<file path="src/rtl/serial_receiver.sv">
// Serial-to-parallel receiver: LSB-first frames of N bits, one-word output
// buffer with valid/ready handshake and a sticky overrun flag.
//
// state | meaning
// IDLE  | waiting for a start bit; in_valid without start is ignored
// RECV  | frame in progress; cnt holds the number of bits accepted so far
module serial_receiver #(
    parameter int N = 4
) (
    input  logic         clk,
    input  logic         reset_n,
    input  logic         in,
    input  logic         in_valid,
    input  logic         start,
    output logic [N-1:0] O,
    output logic         o_valid,
    input  logic         o_ready,
    output logic         busy,
    output logic         overrun
);

    localparam int CW = $clog2(N + 1);
    localparam logic [CW-1:0] CNT_LAST = CW'(N - 1);
    localparam logic [CW-1:0] CNT_ONE  = CW'(1);

    typedef enum logic {
        IDLE = 1'b0,
        RECV = 1'b1
    } state_t;

    state_t        state;
    state_t        state_nxt;
    logic [N-1:0]  sr;
    logic [CW-1:0] cnt;
    logic [N-1:0]  word;
    logic          accept;
    logic          complete;

    // A start bit always restarts a frame, whether idle or mid-frame.
    assign accept   = in_valid && (start || (state == RECV));
    assign complete = in_valid && !start && (state == RECV) && (cnt == CNT_LAST);
    assign word     = {in, sr[N-1:1]};

    always_ff @(posedge clk or negedge reset_n) begin
        if (!reset_n) begin
            state <= IDLE;
        end else begin
            state <= state_nxt;
        end
    end

    always_comb begin
        state_nxt = state;
        case (state)
            IDLE: begin
                if (in_valid && start) begin
                    state_nxt = RECV;
                end
            end
            RECV: begin
                if (complete) begin
                    state_nxt = IDLE;
                end
            end
            default: state_nxt = IDLE;
        endcase
    end

    always_comb begin
        busy = (state == RECV);
    end

    always_ff @(posedge clk or negedge reset_n) begin
        if (!reset_n) begin
            sr  <= '0;
            cnt <= '0;
        end else if (accept) begin
            sr <= word;
            if (start) begin
                cnt <= CNT_ONE;
            end else if (complete) begin
                cnt <= '0;
            end else begin
                cnt <= cnt + CNT_ONE;
            end
        end
    end

    // Output buffer: a completion while the previous word is still held and
    // not being consumed drops the new word and latches overrun.
    always_ff @(posedge clk or negedge reset_n) begin
        if (!reset_n) begin
            O       <= '0;
            o_valid <= 1'b0;
            overrun <= 1'b0;
        end else if (complete) begin
            if (!o_valid || o_ready) begin
                O       <= word;
                o_valid <= 1'b1;
            end else begin
                overrun <= 1'b1;
            end
        end else if (o_valid && o_ready) begin
            o_valid <= 1'b0;
        end
    end

endmodule

</file>
<file path="config.mk">
export PLATFORM = sky130hd
export DESIGN_NAME = serial_receiver
export DESIGN_NICKNAME = d
export VERILOG_FILES = /design/src/rtl/serial_receiver.sv
export SDC_FILE = /design/constraint.sdc
export NUM_CORES = 1
export LEC_CHECK = 0
export BUFFER_PORTS_ARGS = -buffer_cell sky130_fd_sc_hd__clkbuf_2
export CORE_AREA = 2 2 39 41
export CTS_BUF_LIST = sky130_fd_sc_hd__clkbuf_4
export DETAILED_ROUTE_END_ITERATION = 6
export DIE_AREA = 0 0 41 43
export SLEW_MARGIN = 20
export SYNTH_ARGS = -nofsm -noshare
export SYNTH_HDL_FRONTEND = slang
export SYNTH_SLANG_ARGS = --single-unit
</file>
<file path="constraint.sdc">
create_clock -name clk -period 2.9 [get_ports clk]
set_clock_uncertainty 0.1 [all_clocks]
set_input_delay 0.58 -clock clk [delete_from_list [all_inputs] [get_ports clk]]
set_output_delay 0.58 -clock clk [all_outputs]
set_load 0.1 [all_outputs]
</file>
==> results of run 1 <==
## cell families after synthesis
kind of cell	Yosys count
AO/OA/AOI/OAI	8
adder cells (fa/ha/maj)	1
buffers and inverters	1
flip-flops	13
multiplexers	7
AND/OR/NAND/NOR	11
## final timing paths
kind / start / endpoint
max in group asynchronous: reset_n / overrun
hold / removal: reset_n / cnt[1]
setup reg to reg: cnt[0] / O[3]
min in group clk: overrun / overrun
setup / recovery: busy / busy
hold reg to reg: overrun / overrun
## worst register-to-register path: stages (launching register included)
cell     delay, ns
dfrtp_1       0.37
ha_1          0.18
nand2_1       0.12
nor4_4        0.35
mux2_2        0.38
## registers in the layout, indices dropped and copies added (netlist names)
name and cells:
O 4, busy 1, cnt 3, o_valid 1, overrun 1, sr 3
## cell type report
type	count	area (um^2)	area share [%]
inverters	1	3.75	0.563
repair buffers	12	60.1	9.01
clock buffers	4	30.0	4.50
flip-flops and latches	13	325	48.8
well taps	16	20.0	3.00
multi-input cells	27	228	34.1
## through the flow
step	area, um^2	hold slack (ns)	util (%)	instances	worst slack (ns)
2_1_floorplan	557	0.184	-	41	0.757
3_3_place_gp	637	0.342	46.0	69	1.05
3_5_place_dp	637	0.349	46.0	69	1.06
4_1_cts	667	0.0819	48.2	73	0.974
5_1_grt	667	0.0965	48.2	73	0.928
6_report	667	0.0812	48.2	73	1.00
## cells in the final DEF, fill, tap and decap left out, drive strengths merged
cell	synthesis	routed
clkbuf	0	16
dfrtp	13	13
mux2	7	7
o21ai	3	3
nand2	2	2
nand2b	2	2
nand3b	1	1
a22o	1	1
and2b	1	1
nor4	1	1
a21boi	1	1
nor3	1	1
or2	1	1
a21o	1	1
inv	1	1
nand3	1	1
o21a	1	1
o22ai	1	1
nor2b	1	1
ha	1	1
## metal layers
layer,wire length [um],global-route usage (%),vias up
met5,0,0,-
met4,22,12.0,0
met3,41,4.71,4
met2,463,18.8,7
met1,363,13.9,190
li1,-,-,178
==> flow_summary_export.csv, run 1 <==
group,metric,value,unit
run_status,status,"finished, final reports clean",
detailed_routing,ant_nets,0,
logic_synthesis,synth_top_area_cell,"dfrtp_1",
timing,tns,0,ns
worst_setup_path,end_kind,"primary output",
detailed_routing,drt_iter0_drc,5,
grt,grt_max_degree,14,
logic_synthesis,synthMuxAreaShare,14.2,%
logic_synthesis,seq_area_frac_synth,58.4,%
finish,fin_nets,65,
floorplanning,die_w,41,um
finish,drive_above_1_share,49.1,%
timing,max_clock_freq,528,MHz
logic_synthesis,synth.top_cell.area_share,58.4,%
clock_network,root_buffer,"clkbuf_4",
worst_setup_path,cp_num_buf_inv,1,
grt,grt_overflow,0,
logic_synthesis,synth_compound_gate_area_share,9.66,%
timing,final_max_slew_viol_count,0,
grt,grt_pass1_wl,1.40,mm
worst_setup_path,crit_arrival,1.22,ns
logic_synthesis,synth_edf_count,0,
clock_network,cts_sinks,13,
clock_network,post_cts_resized,0,
clock_network,htree_levels,1,
worst_setup_path,worst-r2r-cell-count,4,
clock_network,hold_buffers,0,
logic_synthesis,synthArstFlopShare,100,%
hold_path,holdCritPathClass,"in2async",
floorplanning,fp-row-count,14,
detailed_routing,vias,379,
timing,period_minus_slack,1.90,ns
grt,track_usage,13.1,%
worst_setup_path,slowest_stage,"clkbuf_2",
logic_synthesis,yosys.area_share.simple,14.8,%
logic_synthesis,ys_types,20,
placement,routabilityCongestion,0.628,
detailed_routing,vias_per_cell,5.19,
logic_synthesis,synth_top_family_by_area,"simple AND/OR/NAND/NOR gates",
floorplanning,io_pins,13,
timing,rsz0062_at_grt,"false",
logic_synthesis,synth_nets,48,
worst_setup_path,critPathTopFamily,"buffers and inverters",
clock_network,cts_setup_buffers,0,
logic_synthesis,synth_area_leaders,"dfrtp_1 58%, mux2_2 14%, nor4_4 3.8%",
logic_synthesis,synth_common_cells,"13 x dfrtp_1, 7 x mux2_2, 3 x o21ai_0",
detailed_routing,dr.pass1.iters,2,
timing,setup_violations,0,
logic_synthesis,yosys_warnings,0,
worst_setup_path,startpoint_type,"flip-flop",
floorplanning,die_y,43,um
logic_synthesis,synth_cells,41,
timing,period_share,65.3,%
detailed_routing,drc,0,
grt,grt_pass1_vias,344,
floorplanning,core-area,0.00138,mm^2
timing,worstMarginPinSlew,0.540,ns
floorplanning,start_util,40.2,%
clock_network,clk_latency,0.28,ns
grt,grt_antenna_before_repair,0,
detailed_routing,post_drt_wl_per_cell,12.2,um
logic_synthesis,synth-xor-area-share,0,%
worst_setup_path,crit_type,"reg2out",
logic_synthesis,synth.avg_cell_area,13.6,um^2
worst_setup_path,critPathRequiredTime,2.22,ns
clock_network,cts_tree,"yes",
finish,n_antenna_cell,0,
clock_network,cts_max_path_buffers,2,
logic_synthesis,synth_seq_cells,13,
logic_synthesis,synth.most_common_cell,"dfrtp_1",
timing,relSlewSlack,64.1,%
clock_network,cts_inserted_buffers,3,
logic_synthesis,yosys_most_used_dff,"dfrtp_1",
logic_synthesis,syn_area,557,um^2
detailed_routing,finalWirelength,891,um
timing,hold_viol_final,0,
placement,io_buffer_count,12,
worst_setup_path,cp.depth,1,
worst_setup_path,cpPeakStageDelay,0.49,ns
finish,syn_to_final_growth,19.8,%
clock_network,path_clk_slew,0.08,ns
finish,fillCellCount,126,
worst_setup_path,path_cells,"clkbuf_2",
floorplanning,dieArea,0.00176,mm^2
worst_setup_path,reg2reg_slack,1.29,ns
worst_setup_path,cp_max_fo,7,
logic_synthesis,synth_fa_ha_area_share,2.25,%
flow_run,maxCapViolations,0,
Power of run 1 is left out: the tool's default activity adds up to more than one toggle a clock period on the data nets, which glitch-free logic cannot reach.
==> run 2, diff against run 1 <==
--- a/config.mk
+++ b/config.mk
@@ -10,6 +10,7 @@
 export CTS_BUF_LIST = sky130_fd_sc_hd__clkbuf_4
 export DETAILED_ROUTE_END_ITERATION = 6
 export DIE_AREA = 0 0 41 43
+export PLACE_DENSITY = 0.67
 export SLEW_MARGIN = 20
 export SYNTH_ARGS = -nofsm -noshare
 export SYNTH_HDL_FRONTEND = slang
==> constraint.sdc (replaced) <==
create_clock -name clk -period 1.6 [get_ports clk]
set_clock_uncertainty 0.1 [all_clocks]
set_input_delay 0.32 -clock clk [delete_from_list [all_inputs] [get_ports clk]]
set_output_delay 0.32 -clock clk [all_outputs]
set_load 0.1 [all_outputs]
==> run 2 against run 1 <==
  * Cell count grew 6.8%
  * Routed wire length grew 19%
  * Non-clock buffer count grew 5
  * Flip-flop and latch count is the same
  * Sequential share of layout area shrank 6.3 points
  * Critical path type is now reg2reg
  * Critical endpoint is now O[2]
==> flow_summary_export.csv, run 2 (same netlist as run 1, synthesis figures left out) <==
group,metric,value,unit
run_status,status,"finished, final reports clean",
power_and_ir_drop,peakVddDrop,1.18,mV
timing,hold_viol_final,0,
grt,track_usage,14.9,%
floorplanning,io_pins,13,
power_and_ir_drop,switching_power,0.000776,W
detailed_routing,post_drt_wl_per_cell,13.6,um
finish,fin_nets,70,
worst_setup_path,critPathRequiredTime,1.66,ns
timing,rsz0062_at_grt,"true",
detailed_routing,finalWirelength,1.06,mm
placement,routabilityCongestion,0.707,
power_and_ir_drop,pwr-share-clk,13.2,%
timing,max_clock_freq,627,MHz
clock_network,cts_sinks,13,
clock_network,clk_latency,0.27,ns
finish,top_regs,"O x4, cnt x3, sr x3",
finish,layout_common_cells,"11 x dfrtp_1, 9 x buf_4, 5 x clkbuf_2, 4 x mux2_4, 4 x clkbuf_4",
detailed_routing,dr.pass1.iters,3,
grt,grt_overflow,0,
power_and_ir_drop,cellInternalPower,0.000829,W
worst_setup_path,startpoint_type,"flip-flop",
power_and_ir_drop,switching_share,48.4,%
worst_setup_path,reg2reg_slack,0.004,ns
power_and_ir_drop,p_total,0.00160,W
finish,n_antenna_cell,0,
timing,final_max_slew_viol_count,0,
timing,period_minus_slack,1.60,ns
clock_network,cts_max_path_buffers,2,
finish,top_register,"O",
hold_path,holdCritPathClass,"in2reg",
floorplanning,start_util,40.2,%
worst_setup_path,end_kind,"flip-flop",
clock_network,path_clk_slew,0.07,ns
floorplanning,core-area,0.00138,mm^2
grt,grt_pass1_vias,388,
clock_network,cts_inserted_buffers,3,
finish,syn_to_final_growth,40.7,%
grt,grt_pass1_wl,1.66,mm
floorplanning,die_y,43,um
timing,relSlewSlack,74.7,%
grt,grt_antenna_before_repair,0,
clock_network,root_buffer,"clkbuf_4",
finish,fillCellCount,116,
flow_run,maxCapViolations,0,
floorplanning,die_w,41,um
power_and_ir_drop,power_density,2050,mW/mm^2
detailed_routing,vias_per_cell,5.00,
power_and_ir_drop,p_leak,0.369,nW
timing,period_share,99.7,%
placement,dp.cells,72,
finish,final_common_cell,"dfrtp_1",
clock_network,htree_levels,1,
clock_network,cts_tree,"yes",
placement,hpwl,786,um
worst_setup_path,crit_arrival,1.65,ns
grt,grt_max_degree,14,
placement,placed_area,704,um^2
detailed_routing,vias,390,
power_and_ir_drop,pwr-share-comb,53.6,%
detailed_routing,ant_nets,0,
finish,largest_reg_flops,4,
detailed_routing,drc,0,
finish,finish.instance_area,783,um^2
finish,fin_cells,78,
timing,setup_violations,0,
finish,drive_above_1_share,58.1,%
worst_setup_path,crit_type,"reg2reg",
timing,worstMarginPinSlew,0.377,ns
placement,io_buffer_count,12,
power_and_ir_drop,power_frac_seq,33.1,%
floorplanning,fp-row-count,14,
detailed_routing,drt_iter0_drc,5,
worst_setup_path,cp_max_fo,4,
floorplanning,dieArea,0.00176,mm^2
[run 2: critical path, cell delays in order, from the launching register on]
cell and delay (ns):
dfrtp_1 0.41, ha_4 0.17, nand2_4 0.05, nor4_4 0.28
buf_6 0.16, mux2_4 0.30
[run 2: what timing repair did]
action                                  in CTS  in global routing
gates resized for setup                      4                  3
buffers inserted                             1                  0
hold buffers                                 1                  0
endpoints found under the setup margin       4                  4
hold endpoints to repair                    13                  0
pin swaps                                    1                  2
[run 2: layout make-up]
cell class | count | area, um^2 | share of cell area [%]
clock buffer | 4 | 30.0 | 3.83
inverter | 1 | 3.75 | 0.479
multi-input combinational | 27 | 263 | 33.5
sequential | 13 | 333 | 42.5
tap | 16 | 20.0 | 2.56
timing repair buffer | 17 | 134 | 17.1
[run 2: through the flow]
step | hold WS, ns | utilization (%) | worst slack, ns | TNS (ns)
after floorplan | -0.0756 | - | -0.0762 | -0.305
after global placement | 0.129 | 50.9 | -0.00864 | -0.0157
after detailed placement | 0.131 | 50.9 | -0.0555 | -0.176
after CTS | 0.188 | 55.4 | -0.0731 | -0.252
after global routing | 0.185 | 56.6 | -0.0416 | -0.124
final | 0.199 | 56.6 | 0.00445 | 0
[run 2: worst paths after layout]
path,to,startpoint,cells after the start
max reg2reg,O[2],cnt[0],5
max,O[2],cnt[0],5
min in group asynchronous,overrun,reset_n,2
min reg2reg,overrun,overrun,1
max in group asynchronous,busy,reset_n,2
min,O[3],in,2
[run 2: metal layers]
metal  share of wire [%]  global-route usage [%]
met1                  43                    17.5
met2                  51                    22.2
met3                 5.1                    9.42
met4                0.75                    4.00
met5                   0                       0
[run 2: power by group through the flow]
stage | logic (W) | registers [W] | clock network [W]
after floorplan | 0.000166 | 0.000963 | 0
after global placement | 0.000808 | 0.000522 | 0
after detailed placement | 0.000818 | 0.000527 | 0
after CTS | 0.000852 | 0.000524 | 0.000226
after global routing | 0.000899 | 0.000547 | 0.000240
final | 0.000861 | 0.000531 | 0.000213
Power figures use the tool's default switching activity.
==> run 3, diff against run 2 <==
--- a/config.mk
+++ b/config.mk
@@ -11,6 +11,7 @@
 export DETAILED_ROUTE_END_ITERATION = 6
 export DIE_AREA = 0 0 41 43
 export PLACE_DENSITY = 0.67
+export REMOVE_ABC_BUFFERS = 1
 export SLEW_MARGIN = 20
 export SYNTH_ARGS = -nofsm -noshare
 export SYNTH_HDL_FRONTEND = slang
==> run 3 against run 2 <==
  * Combinational power down 5.2%
  * Sequential power down 7.7%
  * Clock power up 3%
  * Die area unchanged
  * Via count up 0.51%
  * Global-route usage down 0.23 points
  * Largest cell class unchanged
  * Highest routed layer unchanged
==> flow_summary_export.csv, run 3 (same netlist as run 1, synthesis figures left out) <==
group,metric,value,unit
run_status,status,"finished, final reports clean",
timing,rsz0062_at_grt,"true",
finish,layout_common_cells,"13 x dfrtp_1, 8 x buf_4, 7 x mux2_2, 6 x clkbuf_2, 4 x clkbuf_4",
worst_setup_path,path_cells,"nand2b_2 > nor4_4 > mux2_2",
detailed_routing,vias,392,
worst_setup_path,critPathRequiredTime,1.66,ns
floorplanning,start_util,40.2,%
clock_network,clk_latency,0.27,ns
clock_network,cts_inserted_buffers,3,
clock_network,cts_tree,"yes",
worst_setup_path,worst-r2r-cell-count,3,
timing,worstMarginPinSlew,0.538,ns
floorplanning,io_pins,13,
finish,n_antenna_cell,0,
finish,largest_reg_flops,4,
finish,syn_to_final_growth,30.6,%
detailed_routing,drt_iter0_drc,4,
worst_setup_path,slowest_stage,"dfrtp_1",
floorplanning,core-area,0.00138,mm^2
finish,register_area,325,um^2
worst_setup_path,crit_arrival,1.60,ns
grt,grt_pass1_vias,416,
grt,grt_overflow,0,
finish,top_regs,"O x4, cnt x3, sr x3",
worst_setup_path,startpoint_type,"flip-flop",
worst_setup_path,crit_type,"reg2reg",
clock_network,post_cts_resized,0,
finish,fillCellCount,133,
clock_network,root_buffer,"clkbuf_4",
floorplanning,die_w,41,um
detailed_routing,vias_per_cell,5.09,
hold_path,whs_path_depth,2,
grt,grt_max_degree,14,
placement,dp_slack,0.0182,ns
detailed_routing,dr.pass1.iters,2,
finish,drive_above_1_share,50.8,%
grt,grt_antenna_before_repair,0,
power_and_ir_drop,p_leak,0.352,nW
hold_path,holdCritPathClass,"in2reg",
floorplanning,dieArea,0.00176,mm^2
clock_network,htree_levels,1,
timing,period_share,96.5,%
power_and_ir_drop,power_density,2100,mW/mm^2
hold_path,hp-start,"in",
finish,final_util,52.5,%
clock_network,path_clk_slew,0.08,ns
grt,grt_pass1_wl,1.69,mm
worst_setup_path,r2r-start,"cnt[2]",
detailed_routing,finalWirelength,954,um
finish,multi_input_comb_area,228,um^2
floorplanning,fp-row-count,14,
worst_setup_path,end_kind,"flip-flop",
clock_network,cts_max_path_buffers,2,
grt,track_usage,14.7,%
timing,period_minus_slack,1.54,ns
timing,setup_violations,0,
finish,fin_cells,77,
timing,max_clock_freq,648,MHz
placement,io_buffer_count,12,
detailed_routing,ant_nets,0,
timing,worst_slack,0.0557,ns
placement,dp.cells,72,
detailed_routing,drc,0,
timing,final_max_slew_viol_count,0,
finish,final_common_cell,"dfrtp_1",
placement,hpwl,720,um
clock_network,cts_sinks,13,
timing,relSlewSlack,64.3,%
worst_setup_path,critPathLaunch,"cnt[2]",
flow_run,maxCapViolations,0,
timing,hold_viol_final,0,
worst_setup_path,cpPeakStageDelay,0.38,ns
finish,fin_nets,69,
worst_setup_path,cp_max_fo,4,
detailed_routing,post_drt_wl_per_cell,12.4,um
placement,routabilityCongestion,0.696,
power_and_ir_drop,peakVddDrop,1.02,mV
finish,top_register,"O",
floorplanning,die_y,43,um
run 3: cell count changes in the layout (fill, tap and decap cells not counted), moves of 2 or more:
cell / before / now
dfrtp_4: 2 / 0
dfrtp_1: 11 / 13
mux2_4: 4 / 0
mux2_2: 3 / 7
run 3: layout make-up:
cell class / count / area share [%]
Sequential cell: 13 / 44.8
Multi-Input combinational cell: 27 / 31.3
Timing Repair Buffer: 16 / 16.5
Clock buffer: 4 / 4.13
Tap cell: 16 / 2.75
Inverter: 1 / 0.516
run 3: what timing repair did:
| action | 4_1_cts | 5_1_grt |
|---|---|---|
| setup buffers | 0 | 0 |
| hold buffers | 1 | 0 |
| endpoints found under the hold margin | 13 | 0 |
| setup endpoints to repair | 0 | 4 |
run 3: critical path: cells and delay by family, from the launching register on:
family | cells | cell delay, ns
flip-flops | 1 | 0.38
multiplexers | 1 | 0.38
AND/OR/NAND/NOR | 2 | 0.57
run 3: path summary, 6_finish.rpt:
check / to / slack [ns]
hold reg to reg: overrun / 0.38
max in group asynchronous: overrun / 0.78
hold / removal: sr[3] / 0.20
setup reg to reg: O[0] / 0.06
setup / recovery: O[0] / 0.06
min in group asynchronous: busy / 0.37
run 3: routing by layer:
layer  routed length, um  up-vias  track usage (%)
li1                    -      188                -
met1                 439      191             19.9
met2                 461       11             20.3
met3                  46        2             3.14
met4                   7        0             10.0
met5                   0        -                0
run 3: stage by stage:
| stage | cell area [um^2] | hold slack (ns) | TNS, ns | power, W |
|---|---|---|---|---|
| global placement | 687 | 0.127 | 0 | 0.00131 |
| detailed placement | 687 | 0.136 | 0 | 0.00132 |
| CTS | 727 | 0.188 | 0 | 0.00154 |
| global route | 727 | 0.199 | -0.0986 | 0.00160 |
| finish | 727 | 0.195 | 0 | 0.00152 |
| floorplan | 557 | -0.0756 | -3.58 | 0.00111 |
run 3: where the power goes:
part,internal (W),total [W],leakage [nW],switching (W)
clock network,0.000114,0.000219,0.0184,0.000105
registers,0.000431,0.000490,0.161,0.0000584
logic,0.000227,0.000816,0.173,0.000589
